## src/rtl/bp_lce_req_arbiter.sv

```systemverilog
// Two-into-one LCE request arbiter: fixed priority for port 0, anti-starvation
// promotion for port 1, and a one-entry output register toward the network.
module bp_lce_req_arbiter #(
  parameter int msg_width_p    = 128,
  parameter int starve_limit_p = 4
) (
  input  logic                   clk_i,
  input  logic                   reset_i,
  input  logic [msg_width_p-1:0] req0_i,
  input  logic                   req0_v_i,
  output logic                   req0_ready_o,
  input  logic [msg_width_p-1:0] req1_i,
  input  logic                   req1_v_i,
  output logic                   req1_ready_o,
  output logic [msg_width_p-1:0] lce_req_o,
  output logic                   lce_req_v_o,
  input  logic                   lce_req_ready_i,
  output logic                   grant_id_o,
  output logic                   busy_o
);

  localparam int cnt_width_lp = $clog2(starve_limit_p + 1);
  localparam logic [cnt_width_lp-1:0] starve_limit_lp = cnt_width_lp'(starve_limit_p);

  localparam logic [0:0] e_empty = 1'b0;
  localparam logic [0:0] e_full  = 1'b1;

  logic [0:0]              state_r;
  logic [0:0]              state_next_s;
  logic [cnt_width_lp-1:0] wait1_cnt_r;
  logic [cnt_width_lp-1:0] wait1_cnt_next_s;
  logic [msg_width_p-1:0]  lce_req_r;
  logic                    grant_id_r;

  logic space_s;
  logic starved_s;
  logic grant0_s;
  logic grant1_s;
  logic accept0_s;
  logic accept1_s;
  logic accept_s;

  // Arbitration: port 1 wins when port 0 is idle or port 1 has waited too long.
  always_comb begin
    space_s   = (state_r == e_empty) | lce_req_ready_i;
    starved_s = (wait1_cnt_r == starve_limit_lp);
    grant1_s  = req1_v_i & (~req0_v_i | starved_s);
    grant0_s  = req0_v_i & ~grant1_s;
    accept1_s = grant1_s & space_s;
    accept0_s = grant0_s & space_s;
    accept_s  = accept0_s | accept1_s;
  end

  // Buffer occupancy: a drain and an accept in the same cycle keep it full.
  always_comb begin
    state_next_s = state_r;
    case (state_r)
      e_empty: begin
        if (accept_s) state_next_s = e_full;
        else          state_next_s = e_empty;
      end
      e_full: begin
        if (lce_req_ready_i & ~accept_s) state_next_s = e_empty;
        else                             state_next_s = e_full;
      end
      default: state_next_s = e_empty;
    endcase
  end

  // Port 1 wait counter keeps counting through network stalls, saturating at the limit.
  always_comb begin
    wait1_cnt_next_s = '0;
    if (req1_v_i & ~accept1_s) begin
      if (starved_s) wait1_cnt_next_s = wait1_cnt_r;
      else           wait1_cnt_next_s = wait1_cnt_r + cnt_width_lp'(1);
    end else begin
      wait1_cnt_next_s = '0;
    end
  end

  // State and counter registers.
  always_ff @(posedge clk_i or posedge reset_i) begin
    if (reset_i) begin
      state_r     <= e_empty;
      wait1_cnt_r <= '0;
    end else begin
      state_r     <= state_next_s;
      wait1_cnt_r <= wait1_cnt_next_s;
    end
  end

  // Output message register: loads only on accept, so it holds while stalled.
  always_ff @(posedge clk_i or posedge reset_i) begin
    if (reset_i) begin
      lce_req_r  <= '0;
      grant_id_r <= 1'b0;
    end else if (accept_s) begin
      lce_req_r  <= accept1_s ? req1_i : req0_i;
      grant_id_r <= accept1_s;
    end
  end

  assign req0_ready_o = space_s & ~(req1_v_i & starved_s);
  assign req1_ready_o = space_s & (~req0_v_i | starved_s);
  assign lce_req_o    = lce_req_r;
  assign grant_id_o   = grant_id_r;
  assign lce_req_v_o  = (state_r == e_full);
  assign busy_o       = (state_r == e_full) | req0_v_i | req1_v_i;

endmodule
```

## config.mk

```make
export PLATFORM = sky130hd
export DESIGN_NAME = bp_lce_req_arbiter
export DESIGN_NICKNAME = d
export VERILOG_FILES = /design/src/rtl/bp_lce_req_arbiter.sv
export SDC_FILE = /design/constraint.sdc
export NUM_CORES = 1
export LEC_CHECK = 0
export BUFFER_PORTS_ARGS = -buffer_cell sky130_fd_sc_hd__buf_4
export CAP_MARGIN = 20
export CELL_PAD_IN_SITES_DETAIL_PLACEMENT = 1
export CELL_PAD_IN_SITES_GLOBAL_PLACEMENT = 1
export CORE_AREA = 2 2 154 156
export DETAILED_ROUTE_END_ITERATION = 8
export DIE_AREA = 0 0 156 158
export GPL_TIMING_DRIVEN = 0
export MAX_ROUTING_LAYER = met4
export PLACE_DENSITY_LB_ADDON = 0.1
export SLEW_MARGIN = 5
export SYNTH_ARGS = -nofsm -noshare
export SYNTH_HDL_FRONTEND = slang
export SYNTH_SLANG_ARGS = --single-unit
```

## constraint.sdc

```tcl
create_clock -name clk_i -period 9.6 [get_ports clk_i]
set_input_delay 0.48 -clock clk_i [delete_from_list [all_inputs] [get_ports clk_i]]
set_output_delay 0.48 -clock clk_i [all_outputs]
set_load 0.02 [all_outputs]
```

Word level (Yosys, flattened, before mapping):

Cells that the tools add are included.

* bits in read-only memories: 0
* bits in writable memories: 0
* input port bits: 261
* latch bits: 0
* word-level logic and storage cells: 33
* memories: 0
* bits in registers: 133

* magnitude comparators: 0
* divide/modulo/power cells: 0
* bitwise operators: 20
* equality and inequality tests: 2
* multiply operators: 0
* mux-type cells: 6
* reduce and logical (&&, ||, !) cells: 0
* shifts and indexed selects: 0
* add/sub/neg operators: 1

Operators by type and width (number)
* 2-to-1 mux 128 bit: 1
* bitwise AND 1 bit: 9
* 2-to-1 mux 3 bit: 2
* NOT 1 bit: 6
* bitwise OR 1 bit: 5
* adder 3 x 1 -> 3 bit, second input constant: 1
* == test 3 bit, second input constant: 1
* 2-to-1 mux 1 bit: 2
* != test 2 bit, second input constant: 1
* one-hot mux 1 bit (2 select lines): 1

Longest topological paths before layout:

Gate-level depths: netlist (run 1).

* depth in word-level cells: 11
* depth in mapped cells: 7
* gate-level depth less buffers: 5

Worst setup path before layout (run 1):

OpenSTA, ideal clock, no wires.

* kind: reg-to-output
* start point: register state_r (netlist: lce_req_v_o)
* end point: output req0_ready_o
* stages on the path, launching flop included: 5
* required time: 9.120 ns
* path slack: 7.732 ns
* arrival: 1.388 ns
* cell sequence: dfrtp_1 > nor2b_1 > clkbuf_1 > clkbuf_1 > a31oi_1

* longest elaborated chain between the ends: 3

Ends and longest elaborated chain
* from (decl): line 28 `logic [0:0] state_r;`
* from (signal assigned): line 84 `state_r <= e_empty;`
* from (signal assigned): line 87 `state_r <= state_next_s;`
* NOT 1 bit
* bitwise OR 1 bit: line 45 `space_s = (state_r == e_empty) | lce_req_ready_i;`
* bitwise AND 1 bit: line 103 `assign req0_ready_o = space_s & ~(req1_v_i & starved_s);`
* to (decl): line 11 `output logic req0_ready_o,`

Every way passes these cells.

Worst setup path in the final report (run 1):

* start point: register state_r (netlist: lce_req_v_o)
* end point: output req1_ready_o

* longest elaborated chain between the ends: 3

Ends and longest elaborated chain
* NOT 1 bit
* bitwise OR 1 bit: line 45
* bitwise AND 1 bit: line 104 `assign req1_ready_o = space_s & (~req0_v_i | starved_s);`
* to (decl): line 14 `output logic req1_ready_o,`

Every way passes these cells.

==> results of run 1 <==
report_power, final:
group | switching (µW) | internal (µW) | total [µW] | leakage [µW]
combinational | 355 | 281 | 636 | 0.00349
clock | 267 | 465 | 732 | 0.000317
sequential | 47.4 | 647 | 694 | 0.00160
routing by layer:
layer / global-route usage [%] / share of wire (%)
met5: - / 0
met4: 8.170 / 2.2
met3: 6.159 / 7.1
met2: 46.88 / 51
met1: 32.51 / 40
per-stage QoR:
step                      area, µm²  hold WS (ns)
after floorplan                7724        0.5261
after global placement        11030        0.4895
after detailed placement      11060        0.5047
after CTS                     11710        0.1086
after global routing          11710        0.1238
final                         11710       0.09529
registers in the layout, indices dropped and copies added, names as in the netlist:
| register | cells |
|---|---|
| wait1_cnt_r | 3 |
| lce_req_o | 128 |
| grant_id_o | 1 |
| lce_req_v_o | 1 |
cell usage after synthesis, types with 2 or more instances:
library cell  number  area share [%]
buf_1              2           0.097
buf_2             15            0.97
nand4_1          128              10
a21oi_1            2            0.13
o311ai_1          28             3.2
buf_4             11             1.1
clkbuf_1          71             3.5
dfrtp_1          133              43
a21bo_2            2            0.26
o21ai_0          127             8.2
inv_1            131             6.4
o21ai_1            2            0.13
ha_1               2            0.32
nand2_1            4            0.19
o311ai_2         100              21
nor2_1             4            0.19
final cells by class:
type / count / share of cell area (%)
Timing Repair Buffer: 393 / 25.36
Clock buffer: 22 / 4.134
Buffer: 100 / 3.781
Multi-Input combinational cell: 408 / 29.55
Clock inverter: 10 / 1.431
Tap cell: 290 / 3.098
Inverter: 131 / 4.241
Sequential cell: 133 / 28.41
cell families after synthesis:
| logic type | Yosys count |
|---|---|
| AOI/OAI and AO/OA | 263 |
| xor gates and xnor gates | 1 |
| adders and majority gates | 2 |
| buffers and inverters | 231 |
| DFF | 133 |
| and+or+nand+nor | 142 |
worst max path at each step:
stage / startpoint / endpoint / slack, ns / cells past startpoint
floorplan: reset_i / grant_id_o / 5.57 / 1
global placement: reset_i / lce_req_o[77] / 3.40 / 2
detailed placement: lce_req_ready_i / req1_ready_o / 6.83 / 6
CTS: lce_req_v_o / req1_ready_o / 6.55 / 5
global route: lce_req_v_o / req1_ready_o / 6.50 / 5
finish: lce_req_v_o / req1_ready_o / 6.58 / 5
==> flow_summary.ini, run 1 <==
[outcome]
status = finished clean

[die]
die-area_um2 = 24650
start_util_pct = 33.51
ios = 394
die_height_um = 158
rows = 56
core_um2 = 23050
fp.dieW_um = 156

[cts]
cts-buffers-inserted = 17
post_cts_buffers = 0
path_clk_slew_ns = 0.06
ctsResizeCount = 0
cts_root_buffer = clkbuf_16
cts_max_path_buffers = 2
h-tree-depth = 4
clock_sinks = 133
cts_tree = built
cts_hold_buffers = 0
clkLatencyLatePin_ns = 0.43

[global_route]
grt_usage_pct = 27.43
grt_pass1_vias = 8567
grt-ovfl-total = 0
grt_start_max_net_pins = 84
grt_pass1_wl_mm = 50.06
antenna_found_initial = 0

[worst_setup_path]
r2r_cells = 5
cp.required_ns = 9.12
r2r_slack_ns = 7.27
crit_path_max_fanout = 10
rr_startpoint = lce_req_v_o
r2r_end = lce_req_o[73]
critical_path_class = reg2out
path_cells = nor2b_1 -> clkbuf_1 -> clkbuf_1 -> a21oi_1 -> buf_4
crit_family = buffers and inverters
crit_top_cell = clkbuf_1
worstSetupStartpointType = flip-flop
arrival_ns = 2.54
worstSetupEndpointType = output pin
critPathBufInv = 3
cp_slowest_stage_delay_ns = 0.69
cp_slowest_cell = clkbuf_1

[pwr]
leakagePower_uw = 0.005412
total_power_uw = 2062
power_density_nw_per_um2 = 176.0
ir_worst_vdd_v = 0.00008850

[sta]
tightest_slew_ns = 0.9553
tns_ns = 0
final.setup.worst_slack_ns = 6.578
skew_ns = 0.01191
finalCritPeriodShare_pct = 31.48
relSlewSlack_pct = 36.32
report.final.slew_viol_count = 0
period_needed_ns = 3.022
finalHoldViolCount = 0
max_freq_mhz = 330.9
rsz0062_at_grt = no
finalSetupViolCount = 0

[synth]
synth_xor_area_share_pct = 0.1134
synth_cell_types = 26
synth_cells = 772
ys_warn_count = 0
avgSynthCellArea_um2 = 10.00
synth-seq-cells = 133
yosys.area_share.adder_pct = 0.3240
synth_area_um2 = 7724
yosys.area_share.simple_pct = 11.21
ys_seq_area_share_pct = 43.09
async_flop_share_pct = 100.0
ys.flop_type = dfrtp_1
synth_compound_area_share_pct = 33.16
synthesis.nets = 1035
synth_top_family_by_area = compound AO/OA/AOI/OAI gates
synth_mux_area_share_pct = 0
synth_edf_count = 0

[detailed_routing]
routedWlPerCell_um = 22.34
drt_iter0_drc = 393
firstDrtPassIters = 4
finalWirelength_mm = 33.22
viasPerCell = 5.466
drcViolationCount = 0
drtAntennaViolNets = 0
vias = 8128

[placement]
dp_worst_setup_slack_ns = 6.834
gp_congestion = 0.8302
dp_cells = 1455
hpwl_mm = 24.66
port_buffers = 392

[layout]
stdcell_count = 1487
area_delta_synth_final_pct = 51.66
nets = 1447
final_layout_size_suffix_gt1_share_pct = 46.28
antenna_cells = 0
multi_input_area_um2 = 3461
regArea_um2 = 3328
layout_common_cells = 403 x buf_4, 133 x dfrtp_1, 130 x inv_1
final_util_pct = 50.81
fillers = 2660
layout_commonest_cell = buf_4

[job]
max_cap_violations = 0

[worst_hold_path]
min_path_type = in2async
(Power assumes the default switching activity.)
==> run 2: changes to the inputs <==
Settings changed: CORE_AREA 2 2 154 156 to not set, CORE_MARGIN set to 2, CORE_UTILIZATION set to 34, DIE_AREA 0 0 156 158 to not set.
Clock period 9.6 ns to 2.91 ns, I/O delays scaled along.
==> run 2 against run 1 <==
  * Setup slack got worse by 6.4 ns
  * First-iteration DRC count is 6.6% lower
  * Largest power group unchanged
  * Sequential share of layout area down 0.88 points
  * Register-to-register slack lost 7.1 ns
  * Critical endpoint is now lce_req_o[43]
  * Largest cell class is now buffers
==> flow_summary.ini, run 2 (synthesized netlist as in run 1, its figures left out) <==
[outcome]
status = finished clean

[die]
rows = 55
core_um2 = 22500
die-area_um2 = 23940
start_util_pct = 34.32
fp.dieW_um = 154.7
ios = 394
die_height_um = 154.7

[global_route]
antenna_found_initial = 0
grt_pass1_wl_mm = 50.60
grt_pass1_vias = 8998
grt_usage_pct = 28.17
grt_start_max_net_pins = 37
grt-ovfl-total = 0

[worst_setup_path]
cp.required_ns = 3.27
arrival_ns = 3.07
path_cells = nand2b_1 -> buf_2 -> clkbuf_1 -> clkbuf_1 -> nand4_1 -> o311ai_1 -> dlygate4sd3_1
crit_top_cell = clkbuf_1
critical_path_class = reg2reg
cp_slowest_cell = clkbuf_1
critPathBufInv = 4
worstSetupStartpointType = flip-flop
cp_slowest_stage_delay_ns = 0.65
worstSetupEndpointType = flip-flop
crit_family = buffers and inverters
crit_path_max_fanout = 10

[layout]
fillers = 2575
layout_common_cells = 403 x buf_4, 133 x dfrtp_1, 130 x inv_1
final_util_pct = 53.71
area_delta_synth_final_pct = 56.49
final_layout_size_suffix_gt1_share_pct = 45.17
nets = 1481
largest_register_ffs = 128
design_area_um2 = 12090
stdcell_count = 1517
layout_commonest_cell = buf_4

[placement]
dpl-instance-area_um2 = 11110
gp_congestion = 0.8458
port_buffers = 392
hpwl_mm = 24.71
dp_cells = 1453
dp_worst_setup_slack_ns = 0.5954

[pwr]
leakagePower_uw = 0.005566
ir_worst_vdd_v = 0.0003471
power_switching_uw = 2198
p_int_uw = 4695
combPwrFrac_pct = 31.1
power_density_nw_per_um2 = 570.3
power.share.clock_pct = 35.8
switching_share_pct = 31.89
p_seq_share_pct = 33.2

[cts]
path_clk_slew_ns = 0.06
cts_root_buffer = clkbuf_16
clock_sinks = 133
h-tree-depth = 4
clkLatencyLatePin_ns = 0.43
cts_hold_buffers = 31
cts_max_path_buffers = 2
ctsResizeCount = 0
post_cts_buffers = 0
cts-buffers-inserted = 17
cts_tree = built

[sta]
finalHoldViolCount = 0
finalCritPeriodShare_pct = 93.22
skew_ns = 0.01333
relSlewSlack_pct = 43.89
tightest_slew_ns = 0.8416
hold_ws_ns = 0.01180
final.setup.worst_slack_ns = 0.1972
report.final.slew_viol_count = 0
finalSetupViolCount = 0
max_freq_mhz = 368.6
period_needed_ns = 2.713
rsz0062_at_grt = no

[worst_hold_path]
min_path_type = in2reg

[job]
max_cap_violations = 0

[detailed_routing]
drt_iter0_drc = 367
drcViolationCount = 0
routedWlPerCell_um = 21.96
firstDrtPassIters = 4
vias = 8269
viasPerCell = 5.451
finalWirelength_mm = 33.31
drtAntennaViolNets = 0
## run 2: final cells by class
cell class,instances,area (µm²),share of cell area (%)
Tap cell,285,356.6,2.950
Clock buffer,22,474.2,3.923
Multi-Input combinational cell,408,3461,28.63
Timing Repair Buffer,427,3333,27.58
Antenna cell,1,2.502,0.02070
Sequential cell,133,3328,27.54
Buffer,100,442.9,3.665
Inverter,131,495.5,4.099
Clock inverter,10,192.7,1.594
## run 2: metal layers
metal  vias to the layer above  global-route usage, %  routed length [µm]
met4                         0                  11.86                1114
met2                       311                  47.79               16870
met1                      4095                  32.34               13340
li1                       3800                      -                   -
met5                         -                      -                   0
met3                        63                  6.052                1981
## run 2: worst reg2reg max path: stages (launching register included)
cell	delay, ns
dfrtp_1	0.41
nand2b_1	0.08
buf_2	0.16
clkbuf_1	0.65
clkbuf_1	0.47
nand4_1	0.18
o311ai_1	0.12
dlygate4sd3_1	0.58
## run 2: per-stage QoR
stage	power (µW)	setup TNS, ns
global placement	4385	-3.045
CTS	6957	0
global route	7200	0
finish	6893	0
floorplan	3384	0
detailed placement	4435	0
## run 2: final timing paths
path / startpoint / to / slack (ns) / depth (start not counted)
setup / recovery: lce_req_v_o / lce_req_o[43] / 0.20 / 7
min in group asynchronous: reset_i / lce_req_o[49] / 0.20 / 3
hold reg to reg: grant_id_o / grant_id_o / 0.49 / 1
max in group asynchronous: reset_i / lce_req_o[2] / 1.72 / 6
hold / removal: req1_i[50] / lce_req_o[50] / 0.01 / 3
setup reg to reg: lce_req_v_o / lce_req_o[43] / 0.20 / 7
## run 2: power by group through the flow
stage	registers (µW)	clock network, µW	logic, µW
4_1_cts	2290	2510	2160
6_report	2290	2460	2140
3_5_place_dp	2320	0	2120
5_1_grt	2320	2590	2290
3_3_place_gp	2310	0	2080
2_1_floorplan	2650	0	738
==> run 3: changes to the inputs <==
Settings changed: CTS_CLUSTER_DIAMETER set to 60, RECOVER_POWER set to 25.
==> run 3 against run 2 <==
  * The run now ends with max-capacitance violations, max-slew violations left
  * Sequential power about the same
  * Hold slack worse by 0.0024 ns
  * Wire length about the same
  * Sequential share of layout area up 0.060 points
  * Setup slack better by 0.0032 ns
  * Final cell count unchanged
  * Global-route usage unchanged
  * Fmax up 0.12%
  * Via count about the same
  * Clock-buffer cell count unchanged
  * Die area unchanged
  * Clock skew about the same
  * Critical endpoint unchanged
==> flow_summary.ini, run 3 (synthesized netlist as in run 1, its figures left out) <==
[placement]
gp_congestion = 0.8458
dp_cells = 1453
port_buffers = 392
hpwl_mm = 24.71

[sta]
rsz0062_at_grt = no
finalHoldViolCount = 0
report.final.slew_viol_count = 31
relSlewSlack_pct = -32.73
finalCritPeriodShare_pct = 93.11
tns_ns = 0
skew_ns = 0.01354
hold_ws_ns = 0.009380
finalSetupViolCount = 0
tightest_slew_ns = 1.991
period_needed_ns = 2.710
max_freq_mhz = 369.1

[worst_setup_path]
rr_startpoint = lce_req_v_o
r2r_end = lce_req_o[43]
arrival_ns = 3.07
cp.required_ns = 3.27
r2r_slack_ns = 0.20
worstSetupStartpointType = flip-flop
worstSetupEndpointType = flip-flop
crit_start = lce_req_v_o
r2r_cells = 7
crit_path_max_fanout = 10
critical_path_class = reg2reg
crit_end = lce_req_o[43]

[global_route]
gr-usage-met2_pct = 47.79
grt_use_met3_pct = 6.052
use_met1_pct = 32.34
grt_pass1_vias = 8998
antenna_found_initial = 0
grt_pass1_wl_mm = 50.60
grt_start_max_net_pins = 37
grt_usage_pct = 28.17
grt-ovfl-total = 0
grt.busiest_layer = met2

[die]
die_height_um = 154.7
fp.dieW_um = 154.7
core_um2 = 22500
ios = 394
die-area_um2 = 23940
start_util_pct = 34.32
rows = 55

[job]
max_cap_violations = 1

[cts]
clkLatencyLatePin_ns = 0.43
ctsResizeCount = 0
cts_root_buffer = clkbuf_16
cts-buffers-inserted = 17
cts_hold_buffers = 31
path_clk_slew_ns = 0.06
cts_max_path_buffers = 2
cts_tree = built
h-tree-depth = 4
clock_sinks = 133
post_cts_buffers = 0

[detailed_routing]
finalWirelength_mm = 33.28
routedWlPerCell_um = 21.94
drcViolationCount = 0
vias = 8274
viasPerCell = 5.454
drt_iter0_drc = 368
firstDrtPassIters = 6
drtAntennaViolNets = 0

[layout]
area_delta_synth_final_pct = 56.15
largest_register_ffs = 128
final_layout_size_suffix_gt1_share_pct = 44.92
layout_commonest_cell = buf_4
stdcell_count = 1517
layout_common_cells = 400 x buf_4, 133 x dfrtp_1, 130 x inv_1
nets = 1481
fillers = 2581

[pwr]
ir_worst_vdd_v = 0.0003472
power_density_nw_per_um2 = 570.8
leakagePower_uw = 0.005550

[outcome]
status = complete, but fails checks
violations = max-capacitance violations, max-slew violations

[worst_hold_path]
min_path_type = in2reg
-- run 3: power breakdown --
group          leakage [µW]  internal [µW]  switching [µW]
Clock              0.000322           1600             863
Sequential          0.00160           2130             155
Combinational       0.00363            957            1180
-- run 3: final cells by class --
| type | instances | area [µm²] | share of cell area (%) |
|---|---|---|---|
| multi-input cells | 408 | 3461 | 28.70 |
| flip-flops and latches | 133 | 3328 | 27.60 |
| repair buffers | 427 | 3309 | 27.44 |
| inverters | 131 | 493.0 | 4.088 |
| clock buffers | 22 | 474.2 | 3.932 |
| plain buffers | 100 | 442.9 | 3.673 |
| well taps | 285 | 356.6 | 2.957 |
| clock inverters | 10 | 192.7 | 1.598 |
| diodes | 1 | 2.502 | 0.02075 |
-- run 3: layer usage --
metal  vias up  share of wire (%)
li1       3798                  -
met1      4104                 40
met2       310                 51
met3        62                5.8
met4         0                3.4
met5         -                  0
-- run 3: worst min path at each step --
stage / start / endpoint / slack (ns) / cells past startpoint
2_1_floorplan: req0_i[38] / lce_req_o[38] / 0.32 / 2
3_3_place_gp: req1_i[29] / lce_req_o[29] / 0.42 / 3
3_5_place_dp: reset_i / lce_req_o[52] / 0.09 / 2
4_1_cts: req1_i[127] / lce_req_o[127] / 0.0003 / 3
5_1_grt: req1_i[46] / lce_req_o[46] / 0.001 / 3
6_report: req1_i[50] / lce_req_o[50] / 0.009 / 3
-- run 3: critical path, stage by stage (launching register included) --
cell	delay, ns
dfrtp_1	0.41
nand2b_1	0.08
buf_2	0.16
clkbuf_1	0.65
clkbuf_1	0.46
nand4_1	0.17
o311ai_1	0.12
dlygate4sd3_1	0.58
-- run 3: stage by stage --
stage | cell area (µm²) | utilization, % | worst slack, ns | power (µW)
finish | 12060 | 53.59 | 0.2004 | 6884
global route | 12060 | 53.58 | 0.01619 | 7193
CTS | 12080 | 53.70 | 0.2204 | 6957
detailed placement | 11110 | 49.36 | 0.5954 | 4435
global placement | 11030 | 49.00 | -0.03851 | 4385
floorplan | 7727 | - | 1.113 | 3384
